`src/rtl/fetch_unit_pkg.sv`:
```
// Shared constants for the instruction fetch unit.
// Holds the FSM state encodings and the default reset PC.
package fetch_unit_pkg;

  typedef enum logic [1:0] {
    S_IDLE  = 2'd0,
    S_FETCH = 2'd1,
    S_HOLD  = 2'd2,
    S_FAULT = 2'd3
  } fetch_state_e;

  localparam logic [63:0] DEF_RESET_PC = 64'h0;

endpackage

```
`src/rtl/fetch_unit_next_pc.sv`:
```
// Next-PC selection for the fetch unit.
// Picks sequential pc+4 or the word-offset branch target, modulo 2^64.
module fetch_unit_next_pc (
  input  logic [63:0] i_pc,
  input  logic        i_taken,
  input  logic [63:0] i_offset,
  output logic [63:0] o_next_pc
);

  logic [63:0] w_seq;
  logic [63:0] w_tgt;

  assign w_seq = i_pc + 64'd4;
  assign w_tgt = i_pc + (i_offset << 2);

  assign o_next_pc = i_taken ? w_tgt : w_seq;

endmodule

```
`src/rtl/fetch_unit.sv`:
```
// Instruction fetch unit: IDLE/FETCH/HOLD/FAULT sequencer with
// a bounded wait for imem_ack and a sticky timeout fault.
module fetch_unit
  import fetch_unit_pkg::*;
#(
  parameter logic [63:0] RESET_PC = DEF_RESET_PC,
  parameter int          TIMEOUT  = 255
) (
  input  logic        clk,
  input  logic        reset,
  output logic        imem_req,
  output logic [63:0] imem_addr,
  input  logic        imem_ack,
  input  logic [31:0] imem_rdata,
  output logic        inst_valid,
  output logic [31:0] instruction,
  output logic [10:0] opcode,
  output logic [63:0] pc,
  input  logic        advance,
  input  logic        branch_taken,
  input  logic [63:0] branch_offset,
  output logic        fetch_fault
);

  localparam int CW = (TIMEOUT < 1) ? 1 : $clog2(TIMEOUT + 1);

  fetch_state_e r_state;
  fetch_state_e w_state_nxt;
  logic [63:0]  r_pc;
  logic [63:0]  w_pc_nxt;
  logic [31:0]  r_instr;
  logic [31:0]  w_instr_nxt;
  logic [CW-1:0] r_wait;
  logic [CW-1:0] w_wait_nxt;
  logic [CW-1:0] w_wait_inc;
  logic [63:0]  w_target;

  fetch_unit_next_pc u_next_pc (
    .i_pc      (r_pc),
    .i_taken   (branch_taken),
    .i_offset  (branch_offset),
    .o_next_pc (w_target)
  );

  assign w_wait_inc = r_wait + 1'b1;

  always_ff @(posedge clk) begin
    if (reset) begin
      r_state <= S_IDLE;
      r_pc    <= RESET_PC;
      r_instr <= '0;
      r_wait  <= '0;
    end else begin
      r_state <= w_state_nxt;
      r_pc    <= w_pc_nxt;
      r_instr <= w_instr_nxt;
      r_wait  <= w_wait_nxt;
    end
  end

  always_comb begin
    w_state_nxt = r_state;
    w_pc_nxt    = r_pc;
    w_instr_nxt = r_instr;
    w_wait_nxt  = r_wait;
    unique case (r_state)
      S_IDLE: begin
        w_state_nxt = S_FETCH;
        w_wait_nxt  = '0;
      end
      S_FETCH: begin
        // ack wins even on the cycle the wait count would expire
        if (imem_ack) begin
          w_instr_nxt = imem_rdata;
          w_state_nxt = S_HOLD;
        end else begin
          w_wait_nxt = w_wait_inc;
          if (w_wait_inc == CW'(TIMEOUT))
            w_state_nxt = S_FAULT;
        end
      end
      S_HOLD: begin
        if (advance) begin
          w_pc_nxt    = w_target;
          w_wait_nxt  = '0;
          w_state_nxt = S_FETCH;
        end
      end
      S_FAULT: begin
        w_state_nxt = S_FAULT;
      end
      default: begin
        w_state_nxt = S_IDLE;
      end
    endcase
  end

  assign imem_req    = (r_state == S_FETCH);
  assign imem_addr   = r_pc;
  assign inst_valid  = (r_state == S_HOLD);
  assign fetch_fault = (r_state == S_FAULT);
  assign instruction = r_instr;
  assign opcode      = r_instr[31:21];
  assign pc          = r_pc;

endmodule

```
`config.mk`:
```
export PLATFORM = sky130hd
export DESIGN_NAME = fetch_unit
export DESIGN_NICKNAME = d
export VERILOG_FILES = /design/src/rtl/fetch_unit_pkg.sv /design/src/rtl/fetch_unit_next_pc.sv /design/src/rtl/fetch_unit.sv
export SDC_FILE = /design/constraint.sdc
export NUM_CORES = 1
export LEC_CHECK = 0
export CAP_MARGIN = 20
export CORE_ASPECT_RATIO = 1.4
export CORE_MARGIN = 3
export CORE_UTILIZATION = 40
export DETAILED_ROUTE_END_ITERATION = 16
export HOLD_SLACK_MARGIN = 0.08
export PLACE_DENSITY = 0.77
export SLEW_MARGIN = 10
export SYNTH_ARGS = -nofsm -noshare
export SYNTH_HDL_FRONTEND = slang
export SYNTH_SLANG_ARGS = --single-unit
```
`constraint.sdc`:
```
create_clock -name clk -period 7.35 [get_ports clk]
set_input_delay 1.47 -clock clk [delete_from_list [all_inputs] [get_ports clk]]
set_output_delay 1.47 -clock clk [all_outputs]
set_load 0.01 [all_outputs]
```
# Word level (Yosys, flattened, before mapping)

Cells that the tools add are included.
Widths: inputs -> output; s select.

Output and inout port bits: 174
Logic and storage cells: 28
Bits of input ports: 101
Register bits: 106

Reduce and logical (&&, ||, !) cells: 6
Eq/ne operators: 7
Mux-type cells: 8
Add/subtract/negate cells: 3

Operator list:

| operator              | number |
|---|---|
| $add 64x3->64 const B | 1 |
| $add 64x64->64        | 1 |
| $mux 64               | 1 |
| $pmux 8 s3            | 1 |
| $mux 8                | 2 |
| $add 8x1->8 const B   | 1 |
| $eq 8x8->1 const B    | 1 |
| $pmux 2 s4            | 1 |
| $mux 2                | 3 |
| $reduce_and 2->1      | 3 |
| $eq 2x2->1 const B    | 2 |
| $ne 3x1->1 const B    | 1 |
| $reduce_and 3->1      | 1 |
| $reduce_bool 3->1     | 1 |
| $eq 2x1->1 const B    | 1 |
| $logic_not 2->1       | 1 |
| $ne 2x1->1 const B    | 1 |
| $ne 2x2->1 const B    | 1 |

# Logic depth before layout (Yosys ltp)

Depth after elaboration: 5
Depth in mapped cells: 15

# Cells and area by module

A second synthesis with hierarchy kept.

Cell total of the unflattened synthesis: 1,202
Area, all modules: 8,685.8 µm²

Modules (own cells, without submodules):

| module             | sequential area each (µm²) | cells an instance | area each (µm²) | times used |
|---|---|---|---|---|
| fetch_unit         | 2,122.0                    | 567               | 4,419.2         | 1 |
| fetch_unit_next_pc | 0.0                        | 635               | 4,266.6         | 1 |

# Least setup slack after synthesis

No wires, ideal clock.

Kind: input to register
Start point: input branch_taken
End point: register r_pc[62] (netlist: imem_addr[62])
Arrival time: 4.353 ns
Cell stages on the path: 14
Path slack: 2.939 ns
Cell sequence: clkbuf_1 > nand2_1 > fa_1 > and2b_1 > o2111ai_2 > nand2_1 > a211oi_2 > o31ai_2 > a31o_2 > a21o_1 > nor4b_2 > o211ai_1 > a2111oi_0 > a211o_1

Longest elaborated chain between the ends: 1

Ends and longest elaborated chain:

| what                 | line                     | RTL |
|---|---|---|
| start, declared      | fetch_unit.sv:20         | `input logic branch_taken,` |
| $mux 64              | fetch_unit_next_pc.sv:16 | `assign o_next_pc = i_taken ? w_tgt : w_seq;` |
| end signal, assigned | fetch_unit.sv:55         | `r_pc <= w_pc_nxt;` |
| end, declared        | fetch_unit.sv:29         | `logic [63:0] r_pc;` |

No other way between the ends.
A chain may end at the register's enable or synchronous reset.

# Worst setup path after layout

Ends and elaborated chain as after synthesis.

==> flow_metrics.py <==
metrics = {
    "finish": {
        "drive_gt1_frac": 0.0342,
        "register_area_um2": 2080,
        "nFillCells": 1960,
        "multiInputGateArea_um2": 5350,
        "layout_common_cells": "267 x clkdlybuf4s50_1, 202 x nand2_1, 159 x a21oi_1",
        "fin_nets": 1445,
        "area_delta_synth_final_pct": 30.5,
        "final_common_cell": "clkdlybuf4s50_1",
    },
    "clock_network": {
        "cts.sinks": 104,
        "post-cts-setup-buffers": 0,
        "cts_root_buf": "clkbuf_16",
        "cts_tree": "yes",
        "cts_hold_buf": 0,
        "cts_buffer_depth": 2,
        "insertion_delay_ns": 0.36,
        "htreeDepth": 3,
        "post_cts_resize_count": 0,
        "cts_made_buffers": 9,
        "path_clk_slew_ns": 0.08,
    },
    "setup_path": {
        "critPathTopFamily": "compound AO/OA/AOI/OAI gates",
        "critical_path_buf_inv_count": 2,
        "timing.critical_path.slowest_stage_cell": "clkdlybuf4s50_1",
        "path_cells": "clkdlybuf4s50_1 > nand2b_1 > ha_1 > inv_1 > fa_1 > and2b_1 > o2111ai_2 > nand2_1 > a211oi_2 > o31ai_2 > a31o_2 > a21o_1 > nor4b_2 > o211ai_1 > a2111oi_0 > a211o_1",
        "critPathKind": "in2reg",
        "slowest_delay_ns": 0.57,
        "required_ns": 7.65,
        "critical_path.max_fanout": 6,
        "end_kind": "flip-flop",
        "cp.depth": 16,
        "worstRegToRegCells": 14,
        "cp-start-kind": "input pin",
        "arrival_ns": 5.67,
    },
    "power": {
        "total_power_mw": 1.36,
        "switching_share": 0.296,
        "power.density_nw_per_um2": 126,
        "vdd_drop_max_uv": 102,
        "power_frac_comb": 0.196,
        "seqPwrFrac": 0.433,
        "switching_power_uw": 403,
        "clock_power_share": 0.371,
        "p_leak_nw": 4.35,
        "p_int_uw": 958,
    },
    "synth": {
        "synth_warnings": 0,
        "avgSynthCellArea_um2": 7.32,
        "synthesis.area_um2": 8310,
        "synth_top_area_cell": "dfxtp_1",
        "ys_seq_elements": 104,
        "ys_top_cells_by_area": "dfxtp_1 25%, a21oi_1 9.6%, ha_1 9.5%, nand2_1 9.2%, buf_4 7.0%",
        "async_reset_ff_frac": 0,
        "netlist.area_leader.share": 0.251,
        "synth-main-ff-cell": "dfxtp_1",
        "synth_cells": 1135,
        "ys_types": 63,
        "synth_edf_count": 0,
        "synth-seq-area-share": 0.251,
    },
    "sta": {
        "final.period_utilization": 0.730,
        "fin_tns_setup_ns": 0,
        "slew_violations": 0,
        "grt_setup_unrepaired": "false",
        "slew_headroom": 0.302,
        "clock.fmax_mhz": 186,
        "hold_violations": 0,
        "period_needed_ns": 5.37,
        "tightest_slew_ns": 1.05,
        "finalSetupViolCount": 0,
        "finClkSkew_ns": 0.0156,
    },
    "run": {
        "maxCapViolations": 0,
    },
    "hold_path": {
        "worstHoldPathCells": 2,
        "hold_path.class": "reg2reg",
    },
    "drt": {
        "dr_wl_met3_um": 1240,
        "routed_via_density": 5.37,
        "dr.pass1.iters": 5,
        "met2_wirelength_um": 12400,
        "dr_total_vias": 8256,
        "drc": 0,
        "ant_nets": 0,
        "wl_per_cell_um": 15.8,
        "routed_wl_um": 24300,
        "drt_iter0_drc": 518,
        "wl_met1_um": 10100,
        "top_layer": "met4",
    },
    "floorplan": {
        "dieArea_um2": 22600,
        "row_count": 61,
        "num_io_pins": 275,
        "start_util": 0.412,
        "core_um2": 20100,
        "die_h_um": 177,
        "dieWidth_um": 128,
    },
    "global_route": {
        "grt_overflow": 0,
        "grt_max_degree": 98,
        "grt_pass1_wl_um": 39300,
        "antenna_found_initial": 2,
        "track_usage": 0.209,
        "grt_pass1_vias": 8169,
    },
    "place": {
        "port_buffers": 268,
        "place_hpwl_um": 18400,
        "place_congestion": 0.913,
    },
    "run_status": {
        "status": "finished, final reports clean",
    },
}
-- metal layers --
metal,GRT usage,up-vias
li1,-,4148
met1,0.246,3813
met2,0.384,270
met3,0.0327,25
met4,0.0668,0
met5,0,-
-- power by group through the flow --
stage          Clock (mW)  Combinational, mW  Sequential (mW)
6_report            0.505              0.267            0.589
5_1_grt             0.539              0.293            0.591
4_1_cts             0.519              0.267            0.589
3_5_place_dp            0              0.266            0.602
3_3_place_gp            0              0.263            0.602
2_1_floorplan           0              0.147            0.606
-- final timing paths --
path	from	endpoint	slack [ns]
setup / recovery	branch_taken	imem_addr[62]	1.98
hold / removal	instruction[19]	instruction[19]	0.46
setup reg to reg	imem_addr[2]	imem_addr[62]	3.41
hold reg to reg	instruction[19]	instruction[19]	0.46
-- sequential cells by signal, indices dropped and copies added, names as in the netlist --
register     flops
r_state          2
r_wait           8
imem_addr       62
instruction     32
-- cells in the mapped netlist (8+ instances only) --
| cell type | count |
|---|---|
| dfxtp_1 | 104 |
| nand3_1 | 17 |
| buf_2 | 12 |
| buf_4 | 77 |
| or3_1 | 11 |
| xnor2_1 | 35 |
| nand2b_1 | 9 |
| nor3_1 | 15 |
| nor2b_1 | 15 |
| a211oi_1 | 8 |
| clkbuf_1 | 49 |
| o21ai_0 | 40 |
| a31oi_1 | 9 |
| nand2_1 | 203 |
| ha_1 | 63 |
| inv_1 | 14 |
| a22o_1 | 8 |
| nor2_1 | 53 |
| and3_1 | 14 |
| a21o_1 | 38 |
| xor2_1 | 19 |
| nand4_1 | 19 |
| and2_1 | 67 |
| a21oi_1 | 159 |
-- stage by stage --
stage          setup slack (ns)  cells   util  area (µm²)  hold WS, ns
6_report                   1.98   1538  0.538       10800        0.456
5_1_grt                    1.56   1538  0.538       10800        0.483
4_1_cts                    1.96   1536  0.537       10800        0.457
3_5_place_dp               1.59   1520  0.522       10500        0.446
3_3_place_gp               1.65   1520  0.522       10500        0.441
2_1_floorplan              2.94   1138      -        8320        0.458
-- final cells by class --
type	instances	share of cell area
multi-input combinational	877	0.493
timing repair buffer	274	0.252
sequential	104	0.192
tap	252	0.0291
clock buffer	9	0.0208
clock inverter	7	0.00750
inverter	14	0.00485
antenna	1	0.000231
-- cells by family (layout without fill, tap and decap cells) --
| kind of cell | after synthesis | count (layout) | share of synthesized area |
|---|---|---|---|
| compound gates | 320 | 320 | 0.239 |
| xor+xnor | 54 | 54 | 0.0569 |
| fa+ha+maj | 64 | 64 | 0.0973 |
| buf+inv | 157 | 304 | 0.108 |
| flops | 104 | 104 | 0.251 |
| other cells | 1 | 5 | 0.000451 |
| simple gates | 435 | 435 | 0.248 |
-- worst reg2reg max path: stages (launching register included) --
cell	delay, ns
dfxtp_1	0.40
ha_1	0.25
inv_1	0.07
fa_1	0.37
and2b_1	0.26
o2111ai_2	0.12
nand2_1	0.20
a211oi_2	0.13
o31ai_2	0.43
a31o_2	0.31
a21o_1	0.18
nor4b_2	0.37
o211ai_1	0.20
a2111oi_0	0.46
a211o_1	0.16
Note: power is estimated with default switching activity, not from simulation.
